## src/rtl/svga_timing_pkg.sv

```systemverilog
// Shared constants for the SVGA raster timing generator: counter widths,
// the vertical-repeat encoding and the timing-total helper.
package svga_timing_pkg;

  // Raster position counters (sized for totals up to 2047).
  localparam int HCNT_W    = 11;
  localparam int VCNT_W    = 11;
  // Pixel divider, CLK_DIV up to 8.
  localparam int DIV_W     = 3;
  // Address counter widths, matching the fetch pipeline ports.
  localparam int SUBPIX_W  = 5;
  localparam int COL_W     = 7;
  localparam int SUBLINE_W = 5;
  localparam int ROW_W     = 7;
  localparam int GPIX_W    = 10;
  localparam int GLINE_W   = 9;
  localparam int PHASE_W   = 2;

  // Vertical repeat factor for graph_line.
  typedef enum logic [1:0] {
    YREP_1X = 2'd0,
    YREP_2X = 2'd1,
    YREP_3X = 2'd2,
    YREP_4X = 2'd3
  } yrep_e;

  // Total pixels per line or lines per frame.
  function automatic int timing_total(input int active, input int fp,
                                      input int sync, input int bp);
    return active + fp + sync + bp;
  endfunction

endpackage

```

## src/rtl/svga_wrap_counter.sv

```systemverilog
// Enabled up-counter that returns to zero after reaching wrap_val.
// carry flags the enabled step that wraps, so counters can be chained.
module svga_wrap_counter #(
  parameter int W = 8
) (
  input  logic         pixel_clock,
  input  logic         reset,
  input  logic         en,
  input  logic         clr,
  input  logic [W-1:0] wrap_val,
  output logic [W-1:0] count,
  output logic         carry
);

  logic [W-1:0] count_nxt;

  // Next count: clear wins, then wrap, then increment.
  always_comb begin
    carry = en && (count == wrap_val);
    if (clr)
      count_nxt = '0;
    else if (carry)
      count_nxt = '0;
    else if (en)
      count_nxt = count + 1'b1;
    else
      count_nxt = count;
  end

  // Count register.
  always_ff @(posedge pixel_clock or posedge reset) begin
    if (reset)
      count <= '0;
    else
      count <= count_nxt;
  end

endmodule

```

## src/rtl/svga_timing_gen_param.sv

```systemverilog
// Single-clock SVGA raster timing generator. All state runs on pixel_clock,
// advancing on an internal pixel enable; produces sync/blank/border and the
// text-cell and graphics addresses for the VRAM/font/palette fetch.
module svga_timing_gen_param
  import svga_timing_pkg::*;
#(
  parameter int   H_ACTIVE     = 640,
  parameter int   H_FP         = 16,
  parameter int   H_SYNC       = 96,
  parameter int   H_BP         = 48,
  parameter int   V_ACTIVE     = 480,
  parameter int   V_FP         = 10,
  parameter int   V_SYNC       = 2,
  parameter int   V_BP         = 33,
  parameter logic HS_POL       = 1'b0,
  parameter logic VS_POL       = 1'b0,
  parameter int   CLK_DIV      = 1,
  parameter int   WIN_X        = 64,
  parameter int   WIN_Y        = 48,
  parameter int   WIN_W        = 512,
  parameter int   WIN_H        = 384,
  parameter int   CHAR_W       = 8,
  parameter int   CHAR_H       = 12,
  parameter int   XREP         = 2,
  parameter int   DECODE_DELAY = 1
) (
  input  logic       pixel_clock,
  input  logic       reset,
  input  logic [1:0] yrep,
  output logic       pix_ce,
  output logic       h_synch,
  output logic       v_synch,
  output logic       blank,
  output logic       show_border,
  output logic       line_start,
  output logic       frame_start,
  output logic [4:0] subchar_pixel,
  output logic [6:0] char_column,
  output logic [4:0] subchar_line,
  output logic [6:0] char_line,
  output logic [9:0] graph_pixel,
  output logic [8:0] graph_line
);

  localparam int H_TOTAL = timing_total(H_ACTIVE, H_FP, H_SYNC, H_BP);
  localparam int V_TOTAL = timing_total(V_ACTIVE, V_FP, V_SYNC, V_BP);

  localparam logic [DIV_W-1:0]     DIV_LAST  = DIV_W'(CLK_DIV - 1);
  localparam logic [HCNT_W-1:0]    H_LAST    = HCNT_W'(H_TOTAL - 1);
  localparam logic [HCNT_W-1:0]    H_ACT_END = HCNT_W'(H_ACTIVE);
  localparam logic [HCNT_W-1:0]    HS_START  = HCNT_W'(H_ACTIVE + H_FP);
  localparam logic [HCNT_W-1:0]    HS_END    = HCNT_W'(H_ACTIVE + H_FP + H_SYNC);
  localparam logic [HCNT_W-1:0]    WX0       = HCNT_W'(WIN_X);
  localparam logic [HCNT_W-1:0]    WX1       = HCNT_W'(WIN_X + WIN_W);
  localparam logic [HCNT_W-1:0]    RUN0      = HCNT_W'(WIN_X - DECODE_DELAY);
  localparam logic [HCNT_W-1:0]    RUN1      = HCNT_W'(WIN_X + WIN_W - DECODE_DELAY);
  localparam logic [VCNT_W-1:0]    V_LAST    = VCNT_W'(V_TOTAL - 1);
  localparam logic [VCNT_W-1:0]    V_ACT_END = VCNT_W'(V_ACTIVE);
  localparam logic [VCNT_W-1:0]    VS_START  = VCNT_W'(V_ACTIVE + V_FP);
  localparam logic [VCNT_W-1:0]    VS_END    = VCNT_W'(V_ACTIVE + V_FP + V_SYNC);
  localparam logic [VCNT_W-1:0]    WY0       = VCNT_W'(WIN_Y);
  localparam logic [VCNT_W-1:0]    WY1       = VCNT_W'(WIN_Y + WIN_H);
  localparam logic [SUBPIX_W-1:0]  SP_LAST   = SUBPIX_W'(CHAR_W * XREP - 1);
  localparam logic [SUBLINE_W-1:0] SL_LAST   = SUBLINE_W'(CHAR_H * 2 - 1);

  logic [DIV_W-1:0]   div_cnt;
  logic [DIV_W-1:0]   div_nxt;
  logic               tick;
  logic [HCNT_W-1:0]  h_cnt;
  logic [HCNT_W-1:0]  h_nxt;
  logic [VCNT_W-1:0]  v_cnt;
  logic [VCNT_W-1:0]  v_nxt;
  logic               h_carry;
  logic               v_carry;
  logic               win_v;
  logic               in_run;
  logic               v_adv;
  logic               act_nxt;
  logic               win_nxt;
  logic               hs_nxt;
  logic               vs_nxt;
  logic               sp_carry;
  logic               sl_carry;
  logic               ph_carry;
  logic [PHASE_W-1:0] phase;
  logic [1:0]         yrep_q;
  logic [3:0]         unused_carry;

  // Pixel divider; tick marks the clock edge that starts a pixel-enable cycle.
  always_comb begin
    div_nxt = (div_cnt == DIV_LAST) ? '0 : div_cnt + 1'b1;
    tick    = (div_nxt == DIV_LAST);
  end

  // Divider state and registered pixel enable, aligned with the counter updates.
  always_ff @(posedge pixel_clock or posedge reset) begin
    if (reset) begin
      div_cnt <= '0;
      pix_ce  <= 1'b0;
    end else begin
      div_cnt <= div_nxt;
      pix_ce  <= tick;
    end
  end

  // Raster position.
  svga_wrap_counter #(.W(HCNT_W)) u_h_cnt (
    .pixel_clock(pixel_clock), .reset(reset), .en(tick), .clr(1'b0),
    .wrap_val(H_LAST), .count(h_cnt), .carry(h_carry)
  );

  svga_wrap_counter #(.W(VCNT_W)) u_v_cnt (
    .pixel_clock(pixel_clock), .reset(reset), .en(h_carry), .clr(1'b0),
    .wrap_val(V_LAST), .count(v_cnt), .carry(v_carry)
  );

  // Window/run qualifiers on the current position; decodes on the position after this tick.
  always_comb begin
    h_nxt   = h_carry ? '0 : h_cnt + 1'b1;
    v_nxt   = v_carry ? '0 : (h_carry ? v_cnt + 1'b1 : v_cnt);
    win_v   = (v_cnt >= WY0) && (v_cnt < WY1);
    in_run  = win_v && (h_cnt >= RUN0) && (h_cnt < RUN1);
    v_adv   = h_carry && win_v;
    act_nxt = (h_nxt < H_ACT_END) && (v_nxt < V_ACT_END);
    win_nxt = (h_nxt >= WX0) && (h_nxt < WX1) && (v_nxt >= WY0) && (v_nxt < WY1);
    hs_nxt  = (h_nxt >= HS_START) && (h_nxt < HS_END);
    vs_nxt  = (v_nxt >= VS_START) && (v_nxt < VS_END);
  end

  // Registered timing decodes; the pulses coincide with the counters reaching zero.
  always_ff @(posedge pixel_clock or posedge reset) begin
    if (reset) begin
      h_synch     <= ~HS_POL;
      v_synch     <= ~VS_POL;
      blank       <= 1'b1;
      show_border <= 1'b1;
      line_start  <= 1'b0;
      frame_start <= 1'b0;
    end else if (tick) begin
      h_synch     <= hs_nxt ? HS_POL : ~HS_POL;
      v_synch     <= vs_nxt ? VS_POL : ~VS_POL;
      blank       <= ~act_nxt;
      show_border <= act_nxt && !win_nxt;
      line_start  <= h_carry;
      frame_start <= v_carry;
    end
  end

  // Horizontal addresses: step through the run, cleared as each line begins.
  svga_wrap_counter #(.W(SUBPIX_W)) u_subchar_pixel (
    .pixel_clock(pixel_clock), .reset(reset), .en(tick && in_run), .clr(h_carry),
    .wrap_val(SP_LAST), .count(subchar_pixel), .carry(sp_carry)
  );

  svga_wrap_counter #(.W(COL_W)) u_char_column (
    .pixel_clock(pixel_clock), .reset(reset), .en(sp_carry), .clr(h_carry),
    .wrap_val('1), .count(char_column), .carry(unused_carry[0])
  );

  svga_wrap_counter #(.W(GPIX_W)) u_graph_pixel (
    .pixel_clock(pixel_clock), .reset(reset), .en(tick && in_run), .clr(h_carry),
    .wrap_val('1), .count(graph_pixel), .carry(unused_carry[1])
  );

  // Vertical repeat factor, picked up only at frame start.
  always_ff @(posedge pixel_clock or posedge reset) begin
    if (reset)
      yrep_q <= YREP_1X;
    else if (v_carry)
      yrep_q <= yrep;
  end

  // Vertical addresses: advance when leaving a window line, cleared at frame start.
  svga_wrap_counter #(.W(SUBLINE_W)) u_subchar_line (
    .pixel_clock(pixel_clock), .reset(reset), .en(v_adv), .clr(v_carry),
    .wrap_val(SL_LAST), .count(subchar_line), .carry(sl_carry)
  );

  svga_wrap_counter #(.W(ROW_W)) u_char_line (
    .pixel_clock(pixel_clock), .reset(reset), .en(sl_carry), .clr(v_carry),
    .wrap_val('1), .count(char_line), .carry(unused_carry[2])
  );

  svga_wrap_counter #(.W(PHASE_W)) u_y_phase (
    .pixel_clock(pixel_clock), .reset(reset), .en(v_adv), .clr(v_carry),
    .wrap_val(yrep_q), .count(phase), .carry(ph_carry)
  );

  svga_wrap_counter #(.W(GLINE_W)) u_graph_line (
    .pixel_clock(pixel_clock), .reset(reset), .en(ph_carry), .clr(v_carry),
    .wrap_val('1), .count(graph_line), .carry(unused_carry[3])
  );

endmodule
```

## config.mk

```make
export PLATFORM = sky130hd
export DESIGN_NAME = svga_timing_gen_param
export DESIGN_NICKNAME = d
export VERILOG_FILES = /design/src/rtl/svga_timing_pkg.sv /design/src/rtl/svga_wrap_counter.sv /design/src/rtl/svga_timing_gen_param.sv
export SDC_FILE = /design/constraint.sdc
export NUM_CORES = 1
export LEC_CHECK = 0
export BUFFER_PORTS_ARGS = -buffer_cell sky130_fd_sc_hd__buf_4
export CELL_PAD_IN_SITES_DETAIL_PLACEMENT = 0
export CELL_PAD_IN_SITES_GLOBAL_PLACEMENT = 2
export CORE_MARGIN = 3
export CORE_UTILIZATION = 33
export DETAILED_ROUTE_END_ITERATION = 12
export GPL_TIMING_DRIVEN = 0
export PLACE_DENSITY_LB_ADDON = 0.15
export SLEW_MARGIN = 20
export SYNTH_ARGS = -nofsm -noshare
export SYNTH_HDL_FRONTEND = slang
export SYNTH_SLANG_ARGS = --single-unit
```

## constraint.sdc

```tcl
create_clock -name pixel_clock -period 3.1 [get_ports pixel_clock]
set_clock_uncertainty 0.1 [all_clocks]
set_input_delay 0.775 -clock pixel_clock [delete_from_list [all_inputs] [get_ports pixel_clock]]
set_output_delay 0.775 -clock pixel_clock [all_outputs]
set_load 0.01 [all_outputs]
```

# Word level (Yosys, flattened, before mapping)
# Index checks and enable logic that the tools add are counted.
# totals
reg_bits	79
in_bits	4
elab_cells	113
# op_classes
addsub	10
reduce_logical	32
bitwise_logic	1
n_eq_ne	9
order_cmp	14
n_mux	29
# ops
op	n
2-to-1 mux 11 bit	5
< comparator 11 x 10 -> 1 bit, second input constant	4
< comparator 11 x 9 -> 1 bit, second input constant	4
2-to-1 mux 7 bit	6
greater-or-equal comparator 11 x 6 -> 1 bit, second input constant	3
2-to-1 mux 10 bit	3
2-to-1 mux 5 bit	6
2-to-1 mux 9 bit	3
adder 11 x 1 -> 11 bit, second input constant	2
== test 11 x 10 -> 1 bit, second input constant	2
logical AND 1 bit	21
nonzero test 3 bit	7
adder 7 x 1 -> 7 bit, second input constant	2
== test 7 bit, second input constant	2
greater-or-equal comparator 11 x 10 -> 1 bit, second input constant	1
greater-or-equal comparator 11 x 7 -> 1 bit, second input constant	1
greater-or-equal comparator 11 x 9 -> 1 bit, second input constant	1
adder 10 x 1 -> 10 bit, second input constant	1
adder 5 x 1 -> 5 bit, second input constant	2
== test 10 bit, second input constant	1
adder 9 x 1 -> 9 bit, second input constant	1
== test 9 bit, second input constant	1
logical NOT 3 bit	2
2-to-1 mux 2 bit	3
10 further kinds	11

# Logic depth before layout (Yosys ltp)
# depth
word_depth	11
mapped_depth	11
depth_no_buf	10

# Modules after synthesis
# From an unflattened synthesis, not the netlist that was laid out.
# hier_totals
cells_unflattened	602
hier_area_um2	5617.9
# modules_own_cells
mod	cells_per_inst	seq_area_each_um2	area_each_um2	n_inst
svga_wrap_counter (u_h_cnt ...)	77	275.3	749.5	2
svga_timing_gen_param	152	305.3	1227.4	1
svga_wrap_counter (u_char_column ...)	44	175.2	415.4	2
svga_wrap_counter (u_subchar_line ...)	31	125.1	332.8	2
svga_wrap_counter (u_graph_pixel)	66	250.2	641.9	1
svga_wrap_counter (u_graph_line)	64	225.2	619.3	1
svga_wrap_counter (u_y_phase)	16	50.0	133.9	1

# Least setup slack after synthesis
# No wires, ideal clock.
# synth_timing
path_type	reg2reg
start	register div_cnt[0]
end	register blank
path_buffers	0
t_required_ns	2.938
stages_incl_launch_ff	10
period_less_slack_ns	2.872
setup_slack_ns	0.228
arrival_ns	2.710
cell_sequence	dfrtp_1 > inv_1 > ha_1 > or3b_4 > or4_4 > nor4_4 > nor3_1 > or3_4 > o311ai_4 > o31a_1
# synth_via
elab_chain_len	9
word_cells_on_any_way	13
# synth_rtl
item	line_no	text
start, declared	svga_timing_gen_param.sv:66	logic [DIV_W-1:0] div_cnt;
start signal, assigned	svga_timing_gen_param.sv:101	div_cnt <= div_nxt;
adder 3 x 1 -> 3 bit or logical NOT 3 bit (tied branches)	svga_timing_gen_param.sv:91	div_nxt = (div_cnt == DIV_LAST) ? '0 : div_cnt + 1'b1;
2-to-1 mux 3 bit (*)	svga_timing_gen_param.sv:91	
via div_nxt[1]	svga_timing_gen_param.sv:67	logic [DIV_W-1:0] div_nxt;
logical NOT 3 bit (*)	svga_timing_gen_param.sv:92	tick = (div_nxt == DIV_LAST);
logical AND 1 bit	svga_wrap_counter.sv:19	carry = en && (count == wrap_val);
2-to-1 mux 11 bit or logical AND 1 bit (tied branches)	--	
2-to-1 mux 11 bit	--	
< comparator 11 x 9 -> 1 bit	svga_timing_gen_param.sv:124	act_nxt = (h_nxt < H_ACT_END) && (v_nxt < V_ACT_END);
logical AND 1 bit	svga_timing_gen_param.sv:124	
NOT 1 bit	svga_timing_gen_param.sv:142	blank <= ~act_nxt;
end signal, assigned	svga_timing_gen_param.sv:142	
end, declared	svga_timing_gen_param.sv:33	output logic blank,
# The timed path passes the listed nets; every way through them passes the cells marked *.
# A chain may end at the register's enable or synchronous reset.

# Worst setup path after layout
# layout_timing
start	register div_cnt[0]
end	register v_synch
# layout_via
elab_chain_len	9
word_cells_on_any_way	12
# layout_rtl
item	line_no	text
adder 3 x 1 -> 3 bit or logical NOT 3 bit (tied branches)	svga_timing_gen_param.sv:91	
2-to-1 mux 3 bit (*)	svga_timing_gen_param.sv:91	
via div_nxt[1]	svga_timing_gen_param.sv:67	
logical NOT 3 bit (*)	svga_timing_gen_param.sv:92	
logical AND 1 bit	svga_wrap_counter.sv:19	
2-to-1 mux 11 bit or logical AND 1 bit (tied branches)	--	
2-to-1 mux 11 bit	--	
greater-or-equal comparator 11 x 9 -> 1 bit or < comparator 11 x 9 -> 1 bit (tied branches)	svga_timing_gen_param.sv:127	vs_nxt = (v_nxt >= VS_START) && (v_nxt < VS_END);
logical AND 1 bit	svga_timing_gen_param.sv:127	
2-to-1 mux 1 bit	svga_timing_gen_param.sv:141	v_synch <= vs_nxt ? VS_POL : ~VS_POL;
end signal, assigned	svga_timing_gen_param.sv:134	v_synch <= ~VS_POL;
end signal, assigned	svga_timing_gen_param.sv:141	
end, declared	svga_timing_gen_param.sv:32	output logic v_synch,
# Marks and branches as above.

==> results.tsv <==
stage	metric	value	unit
timing	Fin Setup TNS	0	ns
synthesis	top-area cell type share of the netlist area	41.1	%
place	gpl congestion	0.771	
worst_setup_path	Setup crit end kind	flip-flop	
drt	total routed wirelength	11700	um
place	IO buf count	53	
cts	clock buffer count from CTS	9	
cts	clk buf depth	2	
worst_setup_path	critical path, cell by cell	inv_1, ha_1, or3b_4, or3_4, nor3_2, xnor2_2, nor4_4, o211ai_1, o22a_1	
floorplanning	die width	124	um
cts	CTS root buffer	clkbuf_16	
cts	clk_lat worst skew	0.34	ns
cts	clock sink total	79	
worst_setup_path	worst path required time	3.27	ns
synthesis	Most used DFF post-synth	dfrtp_1	
floorplanning	Die H	124	um
timing	Max Freq	334	MHz
timing	Tcrit/Tclk final	96.4	%
place	HPWL Detailed	8200	um
global_route	initial antenna violation count	0	
worst_setup_path	Top delay family on crit path	simple AND/OR/NAND/NOR gates	
cts	Hold-fix buffers, CTS	0	
drt	1st-pass router iterations	6	
drt	vias per inst	5.15	
worst_setup_path	WP data arrival	3.16	ns
worst_setup_path	Crit path largest cell delay	0.45	ns
timing	Slew headroom	56.5	%
global_route	global-route wire length before repair	19400	um
run	Max-Cap Viols	0	
floorplanning	core outline area	0.0134	mm^2
worst_setup_path	Worst path slowest cell	or3b_4	
finish	final instance area	0.00564	mm^2
finish	fillcell total	1364	
cts	H-tree lvl count	3	
drt	initial drt markers	297	
global_route	grt total ovfl	0	
outcome	status	finished, final reports clean	
worst_setup_path	end of the worst register-to-register path	v_synch	
drt	WL/cell	15.4	um
synthesis	Post-Synthesis Cells	503	
timing	max-slew violation count	0	
floorplanning	io pins	54	
finish	Finished Layout Cells	757	
drt	# DRC	0	
finish	layout cells sized above 1	21.3	%
worst_setup_path	Reg-to-Reg Start	div_cnt[0]	
timing	Final Hold Fails	0	
synthesis	area leader, netlist	dfrtp_1	
timing	# setup viols final	0	
global_route	number of global-route vias before repair	3771	
drt	post-route ant nets	0	
finish	antenna fix cells	0	
finish	Layout area overhead	23.4	%
place	placed inst area	0.00522	mm^2
cts	CTS clk-pin slew, worst paths	0.06	ns
place	Placed Cells	733	
power	leakage	2.59	nW
finish	final net count	592	
floorplanning	die area	0.0153	mm^2
cts	CTS tree	done	
synthesis	Avg Inst Size Synth	9.08	um^2
worst_setup_path	worst reg-to-reg setup slack	0.11	ns
worst_setup_path	crit path max fanout	6	
timing	Worst Max-Slew Pin Slew	0.652	ns
synthesis	EDFF count, synth	0	
synthesis	Yosys reg bits	79	
worst_setup_path	Startpoint Class	flip-flop	
global_route	largest net degree at the start of global routing	41	
drt	via count	3895	
timing	Final min period	2.99	ns
min_path	min-delay worst type	primary input to asynchronous set/reset pin	
global_route	GRT Util Overall	16.1	%
synthesis	Yosys cell types	64	
floorplanning	row cnt	42	
floorplanning	Initial Util	34.1	%
power	worst vdd ir	0.236	mV
synthesis	Synth async-reset ratio	100	%
timing	RSZ-0062 raised after global routing	yes	
power	PwrDens	377	mW/mm^2
synthesis	area of the mapped netlist	0.00457	mm^2
synthesis	Ys Warns	0	
synthesis	top cells by area, synth	dfrtp_1, nand2_1, o21ai_0, nor2_1, xnor2_1	
synthesis	post-synth net total	519	
worst_setup_path	Crit Path Category	flip-flop to flip-flop	
worst_setup_path	crit path buf inv count	1	
worst_setup_path	R2R depth	9	
synthesis	Seq/Total Area, Yosys	43.4	%
[layer usage]
metal	share of wire [%]	GRT usage [%]	wire length (um)	up-vias
li1	-	-	-	1942
met1	48	21.6	5640	1868
met2	46	25.7	5410	73
met3	4.1	4.36	483	12
met4	1.2	4.57	141	0
met5	0	0	0	-
[stage by stage]
stage	setup slack (ns)	utilization, %	hold slack, ns	total power, mW
2_1_floorplan	0.208	-	0.388	1.07
3_5_place_dp	-0.149	38.9	0.371	1.08
3_3_place_gp	-1.07	38.7	0.365	1.08
6_report	0.110	42.1	0.381	2.12
4_1_cts	0.000220	41.4	0.386	2.17
5_1_grt	-0.0394	42.1	0.406	2.20
[cell families (layout without fill, tap and decap cells)]
kind of cell / after synthesis / in the layout / share of synthesized area (%)
XOR/XNOR: 33 / 33 / 6.33
adder cells (fa/ha/maj): 12 / 12 / 3.29
AO/OA/AOI/OAI: 93 / 93 / 13.2
multiplexers: 10 / 10 / 2.30
buffers and inverters: 42 / 120 / 3.78
AND/OR/NAND/NOR: 234 / 234 / 27.7
flip-flops: 79 / 79 / 43.4
[report_power, final]
| part | internal [mW] | total [mW] | switching [mW] |
|---|---|---|---|
| clock | 0.642 | 1.06 | 0.422 |
| sequential | 1.03 | 1.03 | 0 |
| combinational | 0.00626 | 0.0279 | 0.0217 |
| total | 1.68 | 2.12 | 0.444 |
[worst max-delay path by stage]
stage,cells past startpoint,slack (ns),startpoint,endpoint
2_1_floorplan,1,0.21,reset,div_cnt[0]
3_3_place_gp,2,-1.07,reset,u_graph_pixel.count[2]
3_5_place_dp,9,-0.15,div_cnt[0],v_synch
4_1_cts,9,0.0002,div_cnt[0],blank
5_1_grt,9,-0.04,div_cnt[0],v_synch
6_report,9,0.11,div_cnt[0],v_synch
[what timing repair did]
| action | in CTS | in global routing |
|---|---|---|
| setup endpoints to repair | 22 | 20 |
| pin swaps | 1 | 2 |
| buffers inserted | 2 | 6 |
| resized for setup | 6 | 13 |
[state kept, by name, summed over array words and instances, names as in the netlist]
register and cells:
blank 1, div_cnt 3, frame_start 1, h_synch 1, line_start 1, pix_ce 1, show_border 1, u_char_column.count 7
u_char_line.count 7, u_graph_line.count 9, u_graph_pixel.count 10, u_h_cnt.count 11, u_subchar_line.count 5, u_subchar_pixel.count 5, u_v_cnt.count 11, u_y_phase.count 2
v_synch 1, yrep_q 2
[cell usage after synthesis, types with 4 or more instances]
cell type	count
dfrtp_1	75
nand2_1	57
nor2_1	49
o21ai_0	37
nand3_1	25
a21oi_1	22
clkbuf_1	18
xnor2_1	18
and3_1	17
inv_1	17
xor2_1	15
nand4_1	13
ha_1	12
nor3_1	12
or3_1	11
mux2i_1	6
nor2b_1	6
nor4_1	6
a31oi_1	5
buf_2	5
dfstp_2	4
mux2_2	4
nand2b_1	4
nand3b_1	4
nand4b_1	4
[placed cells by master, fill, tap and decap left out, drive strengths merged, types with 13 or more instances in the layout]
cell type and n:
xor2 15, nand4 13, o21ai 37, or3 13
dfrtp 75, buf 68, a21oi 22, nor3 15
nor2 49, nand3 25, nand2 58, and3 17
inv 17, clkbuf 31, xnor2 18
[final cells by class]
cell class | instances | area, um^2 | area share [%]
Clock inverter | 4 | 45.0 | 0.799
Buffer | 25 | 118 | 2.09
Timing Repair Buffer | 62 | 485 | 8.61
Sequential cell | 79 | 1980 | 35.2
Multi-Input combinational cell | 382 | 2470 | 43.9
Tap cell | 176 | 220 | 3.91
Inverter | 17 | 66.3 | 1.18
Clock buffer | 12 | 246 | 4.37
Note: power is estimated with default switching activity, not from simulation.
